## config.mk

```make
export PLATFORM = sky130hd
export DESIGN_NAME = sw_debounce
export DESIGN_NICKNAME = d
export VERILOG_FILES = /design/src/rtl/sw_debounce_pkg.sv /design/src/rtl/sw_debounce_bit.sv /design/src/rtl/sw_debounce.sv
export SDC_FILE = /design/constraint.sdc
export NUM_CORES = 1
export LEC_CHECK = 0
export ABC_AREA = 0
export BUFFER_PORTS_ARGS = -buffer_cell sky130_fd_sc_hd__buf_2
export CELL_PAD_IN_SITES_DETAIL_PLACEMENT = 0
export CELL_PAD_IN_SITES_GLOBAL_PLACEMENT = 1
export CORE_MARGIN = 1
export CORE_UTILIZATION = 47
export DETAILED_ROUTE_END_ITERATION = 16
export PLACE_DENSITY = 0.81
export SKIP_LAST_GASP = 1
export SLEW_MARGIN = 15
export SYNTH_ARGS = -nofsm -noshare
export SYNTH_HDL_FRONTEND = slang
export SYNTH_HIERARCHICAL = 1
export SYNTH_SLANG_ARGS = --single-unit
```

## constraint.sdc

```tcl
create_clock -name clk -period 3.4 [get_ports clk]
set_input_delay 0 -clock clk [delete_from_list [all_inputs] [get_ports clk]]
set_output_delay 0 -clock clk [all_outputs]
set_load 0.005 [all_outputs]
```

## src/rtl/sw_debounce_pkg.sv

```systemverilog
// Shared constants for the switch debouncer.
// Build option SW_DEBOUNCE_GLITCH_CNT_EN adds the rejected-glitch counter.
package sw_debounce_pkg;

  localparam int SW_DEBOUNCE_WIDTH        = 16;
  localparam int SW_DEBOUNCE_TICK_DIV     = 1000;
  localparam int SW_DEBOUNCE_STABLE_TICKS = 4;
  localparam int SW_DEBOUNCE_SYNC_STAGES  = 2;

  localparam logic [15:0] GLITCH_CNT_MAX = 16'hFFFF;

endpackage

```

## src/rtl/sw_debounce_bit.sv

```systemverilog
// One switch bit: synchroniser chain, stability counter and debounced output flop.
// The glitch output exists only when SW_DEBOUNCE_GLITCH_CNT_EN is defined.
module sw_debounce_bit
  import sw_debounce_pkg::*;
#(
  parameter int SYNC_STAGES  = SW_DEBOUNCE_SYNC_STAGES,
  parameter int STABLE_TICKS = SW_DEBOUNCE_STABLE_TICKS
) (
  input  logic clk,
  input  logic rst,
  input  logic din,
  input  logic tick,
  output logic dout,
  output logic flip
`ifdef SW_DEBOUNCE_GLITCH_CNT_EN
  ,
  output logic glitch
`endif
);

  localparam int CW = $clog2(STABLE_TICKS + 1);
  localparam logic [CW-1:0] CNT_LAST = CW'(STABLE_TICKS - 1);

  logic [SYNC_STAGES-1:0] sync_q;
  logic                   sync;
  logic [CW-1:0]          cnt_q, cnt_d;
  logic                   out_q, out_d;
  logic                   glitch_d;

  assign sync = sync_q[SYNC_STAGES-1];

  // A disagreement must survive STABLE_TICKS consecutive ticks to be accepted.
  always_comb begin
    cnt_d    = cnt_q;
    out_d    = out_q;
    glitch_d = 1'b0;
    if (sync == out_q) begin
      cnt_d    = '0;
      glitch_d = (cnt_q != '0);
    end else if (tick && (cnt_q == CNT_LAST)) begin
      out_d = sync;
      cnt_d = '0;
    end else if (tick) begin
      cnt_d = cnt_q + CW'(1);
    end
  end

  always_ff @(posedge clk) begin
    if (rst) begin
      sync_q <= '0;
      cnt_q  <= '0;
      out_q  <= 1'b0;
    end else begin
      sync_q <= {sync_q[SYNC_STAGES-2:0], din};
      cnt_q  <= cnt_d;
      out_q  <= out_d;
    end
  end

  assign dout = out_q;
  assign flip = out_d ^ out_q;

`ifdef SW_DEBOUNCE_GLITCH_CNT_EN
  assign glitch = glitch_d;
`else
  logic unused_glitch;
  assign unused_glitch = glitch_d;
`endif

endmodule

```

## src/rtl/sw_debounce.sv

```systemverilog
// Switch bus synchroniser/debouncer with a shared sample prescaler and change strobe.
// Defining SW_DEBOUNCE_GLITCH_CNT_EN adds the saturating glitch_cnt output.
module sw_debounce
  import sw_debounce_pkg::*;
#(
  parameter int WIDTH        = SW_DEBOUNCE_WIDTH,
  parameter int SYNC_STAGES  = SW_DEBOUNCE_SYNC_STAGES,
  parameter int TICK_DIV     = SW_DEBOUNCE_TICK_DIV,
  parameter int STABLE_TICKS = SW_DEBOUNCE_STABLE_TICKS
) (
  input  logic             clk,
  input  logic             rst,
  input  logic [WIDTH-1:0] in,
  output logic [WIDTH-1:0] out,
  output logic             changed
`ifdef SW_DEBOUNCE_GLITCH_CNT_EN
  ,
  output logic [15:0]      glitch_cnt
`endif
);

  localparam int PW = $clog2(TICK_DIV);
  localparam logic [PW-1:0] TICK_LAST = PW'(TICK_DIV - 1);

  logic [PW-1:0]    pre_q, pre_d;
  logic             tick;
  logic             changed_q;
  logic [WIDTH-1:0] flip_w;
`ifdef SW_DEBOUNCE_GLITCH_CNT_EN
  logic [WIDTH-1:0] glitch_w;
  logic [15:0]      glitch_cnt_q;
`endif

  // Free-running prescaler; input activity never realigns it.
  assign tick  = (pre_q == TICK_LAST);
  assign pre_d = tick ? '0 : pre_q + PW'(1);

  for (genvar g = 0; g < WIDTH; g++) begin : g_bit
    sw_debounce_bit #(
      .SYNC_STAGES (SYNC_STAGES),
      .STABLE_TICKS(STABLE_TICKS)
    ) u_bit (
      .clk   (clk),
      .rst   (rst),
      .din   (in[g]),
      .tick  (tick),
      .dout  (out[g]),
      .flip  (flip_w[g])
`ifdef SW_DEBOUNCE_GLITCH_CNT_EN
      ,
      .glitch(glitch_w[g])
`endif
    );
  end

  always_ff @(posedge clk) begin
    if (rst) begin
      pre_q     <= '0;
      changed_q <= 1'b0;
    end else begin
      pre_q     <= pre_d;
      changed_q <= |flip_w;
    end
  end

  assign changed = changed_q;

`ifdef SW_DEBOUNCE_GLITCH_CNT_EN
  always_ff @(posedge clk) begin
    if (rst) begin
      glitch_cnt_q <= '0;
    end else if ((|glitch_w) && (glitch_cnt_q != GLITCH_CNT_MAX)) begin
      glitch_cnt_q <= glitch_cnt_q + 16'd1;
    end
  end

  assign glitch_cnt = glitch_cnt_q;
`endif

endmodule

```

# == Word level (Yosys, flattened, before mapping) ==
# Cells that the tools add are included.
# word_totals
in_bits,18
out_inout_bits,17
ff_bits,107
# op_classes
bitwise,16
mux,32
reduce_logical,34
eq_ne,33
n_addsub,17
# op_table
cell,n
"3-bit by 1-bit adder with 3-bit output, second input constant",16
"3-bit by 2-bit equality test with 1-bit output, second input constant",16
3-bit OR reduction,16
1-bit two-way mux,32
1-bit equality test,16
1-bit logical AND,16
16-bit OR reduction,1
1-bit bitwise XOR,16
"10-bit by 1-bit adder with 10-bit output, second input constant",1
"10-bit equality test, second input constant",1
2-bit OR reduction,1

# == Logic depth before layout (Yosys ltp) ==
# logic_depth
depth_word,6
ltp_mapped,8

# == By module ==
# Netlist, hierarchy kept.
# modules_own_cells
module,instances,cells_each,area_per_inst_um2
sw_debounce_bit,16,26,267.8
sw_debounce,1,62,544.3

# == Least setup slack after synthesis ==
# Ideal clock, no wire load.
# synth_path
path_type,reg2reg
start,register pre_q[0]
end,register changed_q (netlist: changed)
path_buffers,1
slack_ps,346
stages_incl_launch_ff,9
synth_period_minus_slack_ps,3054
arrival_ps,2973
setup_ps,81
t_required_ps,3319
path_cell_list,dfxtp_1 ha_1 nand4bb_1 nor3_1 buf_6 nand2_1 nor2_1 nor4_1 a41oi_1
# synth_via
elab_chain_cells,6
word_cells_on_any_way,66
# synth_lines
item,line_no,source
from (decl),sw_debounce.sv:25,"logic [PW-1:0] pre_q, pre_d;"
from (signal assigned),sw_debounce.sv:61,pre_q <= pre_d;
10-bit equality test,sw_debounce.sv:35,assign tick = (pre_q == TICK_LAST);
net tick,sw_debounce.sv:26,logic tick;
1-bit logical AND,sw_debounce_bit.sv:40,end else if (tick && (cnt_q == CNT_LAST)) begin
1-bit two-way mux,sw_debounce_bit.sv:40,
1-bit two-way mux,sw_debounce_bit.sv:37,if (sync == out_q) begin
1-bit bitwise XOR,sw_debounce_bit.sv:61,assign flip = out_d ^ out_q;
net flip_w[5],sw_debounce.sv:28,logic [WIDTH-1:0] flip_w;
16-bit OR reduction,sw_debounce.sv:62,changed_q <= |flip_w;
to (signal assigned),sw_debounce.sv:62,
to (decl),sw_debounce.sv:27,logic changed_q;
# The timed path passes the listed nets, and every way through them passes these cells.
# A chain may end at the register's enable or synchronous reset.

# == Final worst setup path ==
# Same ends and word-level chain as after synthesis.

==> impl_metrics.toml <==
[floorplanning]
ios = 35
rows = 36
start_util = 0.489
fp.dieW_um = 103
die_area_um2 = 10700
die_h_um = 103
core_area_um2 = 9860

[yosys]
yosysMostFrequentCell = "dfxtp_1"
synth-edff-count = 0
syn_nets = 529
ys_seq_area_frac = 0.444
yosysTopAreaCell = "dfxtp_1"
synth_area_leaders = "dfxtp_1 (44%), ha_1 (8.6%), xnor2_1 (6.2%), nor4b_2 (5.0%), nor2b_1 (4.3%)"
synth_commonest_cells = "dfxtp_1 (107), nor2_1 (37), nand2_1 (36)"
syn_inst = 478
synth_warnings = 6
ys_async_sr_fraction = 0
ys_ff_latch = 107
synthFlopType = "dfxtp_1"
syn-cell-area_um2 = 4830
yosysTopAreaCellShare = 0.444
synth.distinct_cells = 34
syn_avg_cell_area_um2 = 10.1

[clock_tree]
root_buffer = "clkbuf_8"
htree_levels = 3
cts_buffers = 9
cts_tree = "done"
postCtsResizedCells = 0
clock_latency_ps = 360
clock-sinks = 107
clk_path_buf_depth = 2
clk_pin_slew_ps = 90

[drt]
drt-pass1-iter-count = 4
dr.first_iter.drc_count = 104
drt-total-wl_um = 7920
wl_per_cell_um = 12.0
antenna_left = 0
drc = 0
via_per_inst = 5.04
via_count = 3336

[place]
post-place-ws_ps = 1260
gp_congestion = 0.744
dp.cells = 632
numPortBuffers = 34
dp_hpwl_um = 5380

[critical_path]
crit_type = "flop to flop"
critPathLaunchType = "flop"
end_kind = "flop"
cp_data_required_time_ps = 3670
cp.arrival_ps = 2450
cp_max_fo = 128

[final_layout]
fin_cells = 662
antenna_cells = 0
drive_gt1_frac = 0.161
fin_nets = 577
area_growth_pct = 11.2

[grt]
grt_util_all_layers = 0.161
grt_max_degree = 129
antenna_found_initial = 0
first_global_vias = 3168
overflow = 0
grt_pass1_wl_um = 13500

[power]
power_mw = 2.12
power.density_nw_per_um2 = 395
ir_drop_mv = 0.274
p_leak_nw = 1.97

[sta]
post-route-min-period_ps = 2180
setup_violations = 0
relSlewSlack = 0.609
hold_violations = 0
rsz0062_at_grt = "no"
tightest_slew_ps = 587
setup_tns_ps = 0
fin_hold_ws_ps = 101
worst_slack_ps = 1220
period_share = 0.640
fin_skew_ps = 9.89
drv_slew = 0
max_freq_ghz = 0.460

[run_status]
outcome = "finished, final reports clean"

[job]
cap_violations = 0

[min_path]
min_path_type = "primary input to flop"
[report_power, final]
part	leakage (nW)	internal (mW)	total (mW)	switching (mW)
Clock	0.0885	0.354	0.740	0.386
Combinational	1.01	0.0457	0.0932	0.0475
Sequential	0.870	1.28	1.29	0.0130
[critical path, stage by stage, from the launching register on]
cell and delay, ps:
dfxtp_1 380, ha_1 270, nand4bb_1 200, nor3_2 220, buf_12 460, nand2_1 120, nor2_1 130, nor4_1 60
a41oi_1 190
[timing repair]
| action | in CTS | in global routing |
|---|---|---|
| setup buffers | 0 | 0 |
| hold buffers | 16 | 0 |
| endpoints found under the hold margin | 16 | 0 |
[routing by layer]
metal	track usage	up-vias	part of all wire	routed length [um]
li1	-	1739	-	-
met1	0.185	1547	0.48	3810
met2	0.290	42	0.48	3830
met3	0.0397	8	0.024	187
met4	0.0574	0	0.011	90
met5	0	-	0	0
[registers in the layout, summed over array words and instances (netlist names)]
register and cells:
g_bit.u_bit/dout 16, changed 1, pre_q 10, g_bit.u_bit/cnt_q 48, g_bit.u_bit/sync_q 32
[through the flow]
stage	utilization	cell area [um^2]
4_1_cts	0.544	5370
3_5_place_dp	0.509	5020
2_1_floorplan	-	4830
3_3_place_gp	0.509	5020
5_1_grt	0.544	5370
6_report	0.544	5370
[cell families (layout without fill, tap and decap cells)]
family	after synthesis	count (layout)	share of synthesized area
fa+ha+maj	33	33	0.0855
compound gates	61	61	0.0920
simple gates	191	191	0.230
buf+inv	35	86	0.0521
mux	16	16	0.0332
flops	107	107	0.444
xor+xnor	35	35	0.0635
[placed cells by master (no fill, tap or decap), drive strengths merged]
| cell | instances |
|---|---|
| a21bo | 16 |
| a21o | 16 |
| a21oi | 18 |
| a31o | 1 |
| a31oi | 2 |
| a32oi | 1 |
| a41oi | 1 |
| and2 | 1 |
| and3 | 2 |
| and4 | 1 |
| and4bb | 1 |
| buf | 37 |
| bufinv | 1 |
| clkbuf | 12 |
| clkinvlp | 1 |
| dfxtp | 107 |
| dlygate4sd3 | 16 |
| ha | 33 |
| inv | 19 |
| mux2i | 16 |
| nand2 | 36 |
| nand3 | 20 |
| nand4 | 3 |
| nand4bb | 1 |
| nor2 | 37 |
| nor2b | 33 |
| nor3 | 33 |
| nor4 | 4 |
| nor4b | 16 |
| nor4bb | 1 |
| o211ai | 2 |
| o21ai | 4 |
| or3 | 2 |
| xnor2 | 34 |
| xor2 | 1 |
[worst paths after layout]
path	endpoint	depth (start not counted)	from	slack [ps]
max reg2reg	changed$_SDFF_PP0_	8	pre_q[0]$_SDFF_PP0_	1220
min	g_bit[14].u_bit/sync_q[1]$_SDFF_PP0_	2	rst	100
max	changed$_SDFF_PP0_	8	pre_q[0]$_SDFF_PP0_	1220
min reg2reg	g_bit[11].u_bit/sync_q[1]$_SDFF_PP0_	1	g_bit[11].u_bit/sync_q[0]$_SDFF_PP0_	440
[layout make-up]
cell class / count / area, um^2
fill: 882 / 4500
multi-input combinational: 336 / 2440
sequential: 107 / 2140
timing repair buffer: 53 / 365
tap: 133 / 166
clock buffer: 12 / 145
inverter: 19 / 71.3
clock inverter: 2 / 37.5
Note: power is estimated with default switching activity, not from simulation.
